--- config.mk ---
export PLATFORM = sky130hd
export DESIGN_NAME = vram_arbiter_flat
export DESIGN_NICKNAME = d
export VERILOG_FILES = /design/src/rtl/vram_arbiter_if.sv /design/src/rtl/vram_arbiter.sv /design/src/flat_wrapper.sv
export SDC_FILE = /design/constraint.sdc
export NUM_CORES = 1
export LEC_CHECK = 0
export ABC_AREA = 1
export BUFFER_PORTS_ARGS = -buffer_cell sky130_fd_sc_hd__buf_2
export CAP_MARGIN = 20
export CORE_MARGIN = 2
export CORE_UTILIZATION = 45
export DETAILED_ROUTE_END_ITERATION = 12
export PLACE_DENSITY_LB_ADDON = 0.15
export SETUP_SLACK_MARGIN = 0.05
export SYNTH_ARGS = -nofsm -noshare
export SYNTH_HDL_FRONTEND = slang
export SYNTH_SLANG_ARGS = --single-unit
export TNS_END_PERCENT = 100
--- constraint.sdc ---
create_clock -name clock -period 1.75 [get_ports clock]
set_clock_uncertainty 0.2 [all_clocks]
set_input_delay 0.2625 -clock clock [delete_from_list [all_inputs] [get_ports clock]]
set_output_delay 0.2625 -clock clock [all_outputs]
set_load 0.03 [all_outputs]
--- src/rtl/vram_arbiter_if.sv ---
// Video/CPU/RAM bus bundle for the shared video bank arbiter.
// The arbiter takes the slave side; RAM, CRTC and Z80 glue drive the master side.
interface vram_arbiter_if #(
  parameter int AW = 14
);
  logic          vid_req;
  logic [AW-1:0] vid_addr;
  logic [7:0]    vid_data;
  logic          vid_valid;
  logic          vid_ovr;
  logic          cpu_req;
  logic          cpu_we;
  logic [AW-1:0] cpu_addr;
  logic [7:0]    cpu_din;
  logic [7:0]    cpu_dout;
  logic          cpu_ack;
  logic          wait_n;
  logic          mem_ce;
  logic          mem_we;
  logic [AW-1:0] mem_addr;
  logic [7:0]    mem_din;
  logic [7:0]    mem_dout;

  modport slave (
    input  vid_req, vid_addr,
    input  cpu_req, cpu_we, cpu_addr, cpu_din,
    input  mem_dout,
    output vid_data, vid_valid, vid_ovr,
    output cpu_dout, cpu_ack, wait_n,
    output mem_ce, mem_we, mem_addr, mem_din
  );

  modport master (
    output vid_req, vid_addr,
    output cpu_req, cpu_we, cpu_addr, cpu_din,
    output mem_dout,
    input  vid_data, vid_valid, vid_ovr,
    input  cpu_dout, cpu_ack, wait_n,
    input  mem_ce, mem_we, mem_addr, mem_din
  );
endinterface

--- src/rtl/vram_arbiter.sv ---
// Single-port video bank arbiter: video fetch first, CPU slot
// guaranteed by a starvation counter, fixed 2-cycle read pipeline.
module vram_arbiter #(
  parameter int AW     = 14,
  parameter int STARVE = 3
) (
  input  logic          clock,
  input  logic          reset,
  input  logic          ce,
  vram_arbiter_if.slave bus
);
  localparam int SW = $clog2(STARVE + 1);
  localparam logic [SW-1:0] SMAX = SW'(STARVE);

  typedef enum logic [1:0] {
    IDLE,
    VID,
    CPU
  } slot_t;

  slot_t         st1;
  slot_t         st2;
  logic          vpend;
  logic [AW-1:0] vaddr;
  logic          cbusy;
  logic          s2_we;
  logic [SW-1:0] starve;

  logic cwait;
  logic cpu_pend;
  logic gc;
  logic gv;
  logic ack_now;

  // wait_n low doubles as "CPU request has been seen"
  assign cwait    = ~bus.wait_n;
  assign cpu_pend = cwait & bus.cpu_req & ~cbusy;
  assign gc       = cpu_pend & (~vpend | (starve == SMAX));
  assign gv       = vpend & ~gc;
  assign ack_now  = (st2 == CPU);

  always_ff @(posedge clock or negedge reset) begin
    if (!reset) begin
      st1           <= IDLE;
      st2           <= IDLE;
      vpend         <= 1'b0;
      vaddr         <= '0;
      cbusy         <= 1'b0;
      s2_we         <= 1'b0;
      starve        <= '0;
      bus.vid_data  <= '0;
      bus.vid_valid <= 1'b0;
      bus.vid_ovr   <= 1'b0;
      bus.cpu_dout  <= '0;
      bus.cpu_ack   <= 1'b0;
      bus.wait_n    <= 1'b1;
      bus.mem_ce    <= 1'b0;
      bus.mem_we    <= 1'b0;
      bus.mem_addr  <= '0;
      bus.mem_din   <= '0;
    end else if (ce) begin
      // a request granted this cycle frees the slot for the new one
      if (bus.vid_req) begin
        vpend <= 1'b1;
        vaddr <= bus.vid_addr;
        if (vpend && !gv)
          bus.vid_ovr <= 1'b1;
      end else if (gv) begin
        vpend <= 1'b0;
      end

      if (!bus.cpu_req || cbusy || gc)
        starve <= '0;
      else if (gv && starve != SMAX)
        starve <= starve + SW'(1);

      bus.mem_ce <= gv | gc;
      bus.mem_we <= gc & bus.cpu_we;
      unique case (1'b1)
        gc: begin
          st1          <= CPU;
          bus.mem_addr <= bus.cpu_addr;
          bus.mem_din  <= bus.cpu_din;
        end
        gv: begin
          st1          <= VID;
          bus.mem_addr <= vaddr;
        end
        default: st1 <= IDLE;
      endcase

      st2   <= st1;
      s2_we <= bus.mem_we;

      bus.vid_valid <= (st2 == VID);
      bus.cpu_ack   <= ack_now;
      if (st2 == VID)
        bus.vid_data <= bus.mem_dout;
      if (ack_now && !s2_we)
        bus.cpu_dout <= bus.mem_dout;

      if (gc)
        cbusy <= 1'b1;
      else if (ack_now)
        cbusy <= 1'b0;

      bus.wait_n <= ack_now | ~bus.cpu_req;
    end
  end
endmodule
--- src/flat_wrapper.sv ---
// flat-port wrapper written by rule: the top's interface ports become plain ports
module vram_arbiter_flat 
#(
  parameter int AW     = 14,
  parameter int STARVE = 3
)
  (clock, reset, ce, bus_vid_req, bus_vid_addr, bus_cpu_req, bus_cpu_we, bus_cpu_addr, bus_cpu_din, bus_mem_dout, bus_vid_data, bus_vid_valid, bus_vid_ovr, bus_cpu_dout, bus_cpu_ack, bus_wait_n, bus_mem_ce, bus_mem_we, bus_mem_addr, bus_mem_din);
  vram_arbiter_if #(.AW(AW)) bus_i ();
  input  logic clock;
  input  logic reset;
  input  logic ce;
  input wire logic [$bits(bus_i.vid_req)-1:0] bus_vid_req;
  input wire logic [$bits(bus_i.vid_addr)-1:0] bus_vid_addr;
  input wire logic [$bits(bus_i.cpu_req)-1:0] bus_cpu_req;
  input wire logic [$bits(bus_i.cpu_we)-1:0] bus_cpu_we;
  input wire logic [$bits(bus_i.cpu_addr)-1:0] bus_cpu_addr;
  input wire logic [$bits(bus_i.cpu_din)-1:0] bus_cpu_din;
  input wire logic [$bits(bus_i.mem_dout)-1:0] bus_mem_dout;
  output wire logic [$bits(bus_i.vid_data)-1:0] bus_vid_data;
  output wire logic [$bits(bus_i.vid_valid)-1:0] bus_vid_valid;
  output wire logic [$bits(bus_i.vid_ovr)-1:0] bus_vid_ovr;
  output wire logic [$bits(bus_i.cpu_dout)-1:0] bus_cpu_dout;
  output wire logic [$bits(bus_i.cpu_ack)-1:0] bus_cpu_ack;
  output wire logic [$bits(bus_i.wait_n)-1:0] bus_wait_n;
  output wire logic [$bits(bus_i.mem_ce)-1:0] bus_mem_ce;
  output wire logic [$bits(bus_i.mem_we)-1:0] bus_mem_we;
  output wire logic [$bits(bus_i.mem_addr)-1:0] bus_mem_addr;
  output wire logic [$bits(bus_i.mem_din)-1:0] bus_mem_din;
  assign bus_i.vid_req = bus_vid_req;
  assign bus_i.vid_addr = bus_vid_addr;
  assign bus_i.cpu_req = bus_cpu_req;
  assign bus_i.cpu_we = bus_cpu_we;
  assign bus_i.cpu_addr = bus_cpu_addr;
  assign bus_i.cpu_din = bus_cpu_din;
  assign bus_i.mem_dout = bus_mem_dout;
  assign bus_vid_data = bus_i.vid_data;
  assign bus_vid_valid = bus_i.vid_valid;
  assign bus_vid_ovr = bus_i.vid_ovr;
  assign bus_cpu_dout = bus_i.cpu_dout;
  assign bus_cpu_ack = bus_i.cpu_ack;
  assign bus_wait_n = bus_i.wait_n;
  assign bus_mem_ce = bus_i.mem_ce;
  assign bus_mem_we = bus_i.mem_we;
  assign bus_mem_addr = bus_i.mem_addr;
  assign bus_mem_din = bus_i.mem_din;
  vram_arbiter #(.AW(AW), .STARVE(STARVE)) u_core (.clock(clock), .reset(reset), .ce(ce), .bus(bus_i));
endmodule
# Word level (Yosys, flattened, before mapping)

Index checks and enable logic that the tools add are counted.

Add/sub/neg operators: 1
$mul: 0
Divide/modulo/power cells: 0
Magnitude comparators: 0
Eq/ne operators: 4
Shift-type cells: 0
Mux-type cells: 8
Bitwise gates (word level): 13
Reductions and logical operators: 21

Operators with widths:

| operator                                      | count |
|---|---|
| one-hot mux 14 bit (2 select lines)           | 1 |
| AND reduction 2 bit                           | 8 |
| nonzero test 2 bit                            | 4 |
| AND 1 bit                                     | 5 |
| NOT 1 bit                                     | 5 |
| == test 2 bit, second input constant          | 2 |
| two-way mux 1 bit                             | 4 |
| two-way mux 2 bit                             | 2 |
| one-hot mux 2 bit (2 select lines)            | 1 |
| logical AND 1 bit                             | 3 |
| logical NOT 1 bit                             | 3 |
| OR 1 bit                                      | 3 |
| AND reduction 3 bit                           | 1 |
| adder 2 x 1 -> 2 bit, second input constant   | 1 |
| == test 2 x 1 -> 1 bit, second input constant | 1 |
| logical OR 1 bit                              | 2 |
| inequality test 2 bit, second input constant  | 1 |

Flip-flop bits (word level): 67
Bits in latches: 0
RAM bits: 0
ROM bits: 0
Word-level logic and storage cells: 64
Memories: 0

# Logic depth before layout (Yosys ltp)

Depth in word-level cells: 9
Gate-level depth with buffers: 9
Gate-level depth less buffers: 8

# Least setup slack after synthesis

Ideal clock, no wire load.

Path kind: register to register
From: register u_core.bus.wait_n
To: register u_core.bus.mem_addr[10]
Arrival time: 1.244 ns
Path slack: 0.188 ns
Stages on the path, launching flop included: 7
Path buffers: 1
Period minus slack after synthesis: 1.562 ns
Path through: dfstp_2 inv_1 nand3_4 buf_4 nand3_1 nand3_1 nand2_1

Longest elaborated chain between the ends: 8
Elaborated cells on any way between the ends: 9
Those cells by class: mux: 1; bitwise: 6; reduce/logical: 2

Ends and longest elaborated chain:

| item                          | RTL line              | source |
|---|---|---|
| from (decl)                   | vram_arbiter_if.sv:29 | `output cpu_dout, cpu_ack, wait_n,` |
| from (signal assigned)        | vram_arbiter.sv:107   | `bus.wait_n <= ack_now \| ~bus.cpu_req;` |
| NOT 1 bit *                   | vram_arbiter.sv:36    | `assign cwait = ~bus.wait_n;` |
| AND 1 bit * (2 in a row)      | vram_arbiter.sv:37    | `assign cpu_pend = cwait & bus.cpu_req & ~cbusy;` |
| AND 1 bit *                   | vram_arbiter.sv:38    | `assign gc = cpu_pend & (~vpend \| (starve == SMAX));` |
| NOT 1 bit                     | vram_arbiter.sv:39    | `assign gv = vpend & ~gc;` |
| AND 1 bit                     | vram_arbiter.sv:39    |  |
| nonzero test 2 bit (no line)  | --                    |  |
| AND reduction 2 bit (no line) | --                    |  |
| to (signal assigned)          | vram_arbiter.sv:82    | `bus.mem_addr <= bus.cpu_addr;` |
| to (signal assigned)          | vram_arbiter.sv:87    | `bus.mem_addr <= vaddr;` |
| to (decl)                     | vram_arbiter_if.sv:30 | `output mem_ce, mem_we, mem_addr, mem_din` |

Mark *: on every way between the ends. The rest lies on a longest branch, timed or not.
A chain may end at the register's enable or synchronous reset.

# Final worst setup path

From: register u_core.starve[0]
To: register u_core.bus.mem_addr[13]

Longest elaborated chain between the ends: 7
Elaborated cells on any way between the ends: 8
Those cells by class: eq/ne: 1; mux: 1; bitwise: 4; reduce/logical: 2

Ends and longest elaborated chain:

| item                          | RTL line           | source |
|---|---|---|
| from (decl)                   | vram_arbiter.sv:27 | `logic [SW-1:0] starve;` |
| from (signal assigned)        | vram_arbiter.sv:75 | `starve <= starve + SW'(1);` |
| == test 2 bit *               | vram_arbiter.sv:38 |  |
| OR 1 bit *                    | vram_arbiter.sv:38 |  |
| AND 1 bit *                   | vram_arbiter.sv:38 |  |
| NOT 1 bit                     | vram_arbiter.sv:39 |  |
| AND 1 bit                     | vram_arbiter.sv:39 |  |
| nonzero test 2 bit (no line)  | --                 |  |
| AND reduction 2 bit (no line) | --                 |  |

Marks and branches as above.

==> metrics.md <==
| Metric | Value |
|---|---|
| Max Root-Sink Buffers | 2 |
| Commonest non-fill, non-tap cell in the layout | nand2_1 |
| TritonCTS clock tree | built |
| Port Buffers | 93 |
| Worst-Skew Late Latency | 0.32 ns |
| Area grow syn2layout | 37.6% |
| Fill cells | 566 |
| Reg-to-reg slack, setup | 0.18 ns |
| Critical-path top delay cell | dfrtp_1 |
| Hold/Removal Path Class | primary input to register |
| Max-cap violations | 0 |
| Via count | 2,517 |
| Kind of critical path | register to register |
| Non-Filler Instances | 550 |
| Post-Route WL | 6180 µm |
| Sink Count | 67 |
| Pwr Density | 1300 nW/µm² |
| Fin area | 3970 µm² |
| Total die area | 7070 µm² |
| Maximum vdd ir drop | 0.789 mV |
| Vias per std cell | 4.58 |
| Fmax | 0.638 GHz |
| Most frequent CP cell | nand3_1 |
| Outcome | complete, no violations |
| Worst path bufs/invs | 2 |
| Nets | 519 |
| Synthesized area per cell | 8.61 µm² |
| Initial drt markers | 115 |
| R2R Path Start | u_core.starve[0] |
| Layout cells sized above 1 | 0.275 |
| Period utilization | 0.896 |
| Antenna cells | 0 |
| Worst setup SP type | register |
| Setup violators final | 0 |
| Syn Nets | 386 |
| CP required | 1.76 ns |
| DR WL/cell | 11.2 µm |
| Critical path peak fanout | 10 |
| Worst hold start | bus_mem_dout[3] |
| Kind of cell adding the most delay to the critical path | simple AND/OR/NAND/NOR gates |
| R2R cell count | 8 |
| Die Y | 84.1 µm |
| Compound-gate portion of the synthesized area | 0.0777 |
| Worst Hold Path Cells | 3 |
| CTS buffer count | 9 |
| Reg2Reg Capture Point | u_core.bus.mem_addr[13] |
| First-pass GRT wire length | 11,100 µm |
| Core area | 6280 µm² |
| Post-Syn Instances | 335 |
| Tot GR Track Use | 0.192 |
| CP max stage delay | 0.40 ns |
| Initial Util | 0.459 |
| Cell-by-cell trace of the critical path | ha_1, inv_1, nand2_2, nand3_4, buf_6, nand3_1, nand3_1, nand2_1 |
| Root buf cell | clkbuf_8 |
| Worst min-delay path endpoint | u_core.bus.vid_data[3] |
| Area share of xor/xnor cells in the synthesized design | 0 |
| Cell Area, Synth | 2880 µm² |
| Relative slew slack | 0.765 |
| GPL Wtd Cong | 0.760 |
| DR DRC count | 0 |
| Worst EP arrival | 1.58 ns |
| Post-placement cell area | 3440 µm² |
| CP Capture Type | register |
| Min Tclk post-route | 1.57 ns |
| Worst-Margin Slew | 0.352 ns |
| Area contributors post-synth | dfrtp_1 57%, nand2_1 16%, o21ai_0 6.8% |
| Overflow after GRT | 0 |
| Die width | 84.1 µm |
| Setup WS pre-CTS | 0.0994 ns |
| Largest family of logic cells by synthesized area | simple AND/OR/NAND/NOR gates |
| Worst Setup Slack, final | 0.182 ns |
| Synth cell types | 21 |
| WHS | 0.0152 ns |
| Final ANT Viol Nets | 0 |
| Placed insts | 501 |
| Cell row count | 29 |
| Simple-gate portion of the synthesized area | 0.235 |
| Reg clk slew, reported paths | 0.07 ns |
| Post-Synth Adder-Cell Area | 0.00434 |
| RSZ-0062 raised after global routing | false |
| Leak pwr | 0.00222 µW |
| Multiplexer area fraction after synthesis | 0 |
| Largest net degree at the start of global routing | 68 |
| Sequential fraction of the synthesis area | 0.582 |
| Pins Over Slew Limit | 0 |
| Syn. warnings | 0 |
| Hpwl dp | 4150 µm |
| Setup tns final | 0 ns |
| Synthesized flop and latch total | 67 |
| Post-synth top area share | 0.573 |
| Most frequent cells in the layout | 122 x nand2_1, 93 x buf_2, 66 x dfrtp_1 |
| Vias in the first global route | 2,477 |
| Synth area leader | dfrtp_1 |
| Initial antenna violation count | 0 |
| Detailed Routing Iterations Pass 1 | 4 |
| H-tree depth | 3 |
| Io pins | 94 |
| Fin. Hold Viols | 0 |
==> cells in the mapped netlist <==
master,number
buf_4,3
nand2_1,123
ha_1,1
dfstp_2,1
o21bai_1,1
buf_6,4
nand3_4,1
o21ai_0,39
nor2_1,1
clkbuf_1,3
nand2_4,1
buf_2,3
nand3_1,31
inv_4,1
nand2_2,1
nor2_4,2
dfrtp_1,66
inv_2,2
a21oi_1,1
a21oi_4,1
inv_1,49
==> routing by layer <==
metal	part of all wire	GRT usage	wire length [µm]	vias to the layer above
li1	-	-	-	1291
met1	0.47	0.257	2890	1154
met2	0.47	0.311	2900	66
met3	0.052	0.0376	319	6
met4	0.010	0.0704	64	0
met5	0	0	0	-
==> final cells by class <==
class	count	area, µm²	area share
Timing Repair Buffer	135	885	0.223
Clock buffer	15	186	0.0470
Multi-Input combinational cell	203	917	0.231
Clock inverter	1	7.51	0.00189
Inverter	52	198	0.0498
Sequential cell	67	1680	0.423
Tap cell	77	96.3	0.0243
==> where the power goes <==
| part | leakage, µW | internal [µW] | switching [µW] |
|---|---|---|---|
| combinational | 0.00128 | 563 | 1220 |
| clock | 0.0000960 | 672 | 539 |
| sequential | 0.000841 | 1960 | 209 |
==> logic make-up (layout without fill, tap and decap cells) <==
| group | Yosys count | in the layout |
|---|---|---|
| and+or+nand+nor | 160 | 160 |
| AOI/OAI and AO/OA | 42 | 42 |
| buffers and inverters | 65 | 203 |
| DFF | 67 | 67 |
| adders and majority gates | 1 | 1 |
==> tightest hold or removal path: stages <==
cell     delay (ns)
buf_2          0.10
inv_1          0.06
o21ai_0        0.08
==> state kept, by name (all words and copies together), names as in the netlist <==
signal                cells
u_core.bus.cpu_ack        1
u_core.bus.cpu_dout       8
u_core.bus.mem_addr      14
u_core.bus.mem_ce         1
u_core.bus.mem_din        8
u_core.bus.mem_we         1
u_core.bus.vid_data       8
u_core.bus.vid_ovr        1
u_core.bus.vid_valid      1
u_core.bus.wait_n         1
u_core.cbusy              1
u_core.s2_we              1
u_core.st1                2
u_core.st2                2
u_core.starve             2
u_core.vaddr             14
u_core.vpend              1
==> worst max path at each step <==
stage | startpoint | endpoint | slack (ns) | cells after the start
global route | u_core.st2[0] | u_core.bus.cpu_dout[0] | 0.06 | 6
detailed placement | u_core.starve[0] | u_core.bus.mem_addr[12] | 0.1 | 8
floorplan | u_core.bus.wait_n | u_core.bus.mem_addr[10] | 0.19 | 6
global placement | u_core.starve[0] | u_core.bus.mem_addr[12] | 0.14 | 8
CTS | u_core.starve[0] | u_core.cbusy | 0.08 | 7
finish | u_core.starve[0] | u_core.bus.mem_addr[13] | 0.18 | 8
==> metrics by stage <==
stage / power, µW / utilization
finish: 5160 / 0.632
global route: 5510 / 0.632
CTS: 5210 / 0.627
detailed placement: 3930 / 0.549
global placement: 3900 / 0.549
floorplan: 3360 / -
==> timing repair <==
item / 4_1_cts / 5_1_grt
setup endpoints to repair: 0 / 26
hold buffers: 30 / 0
buffers inserted: 0 / 3
hold endpoints to repair: 96 / 0
gates resized for setup: 0 / 2
(Power assumes the default switching activity.)
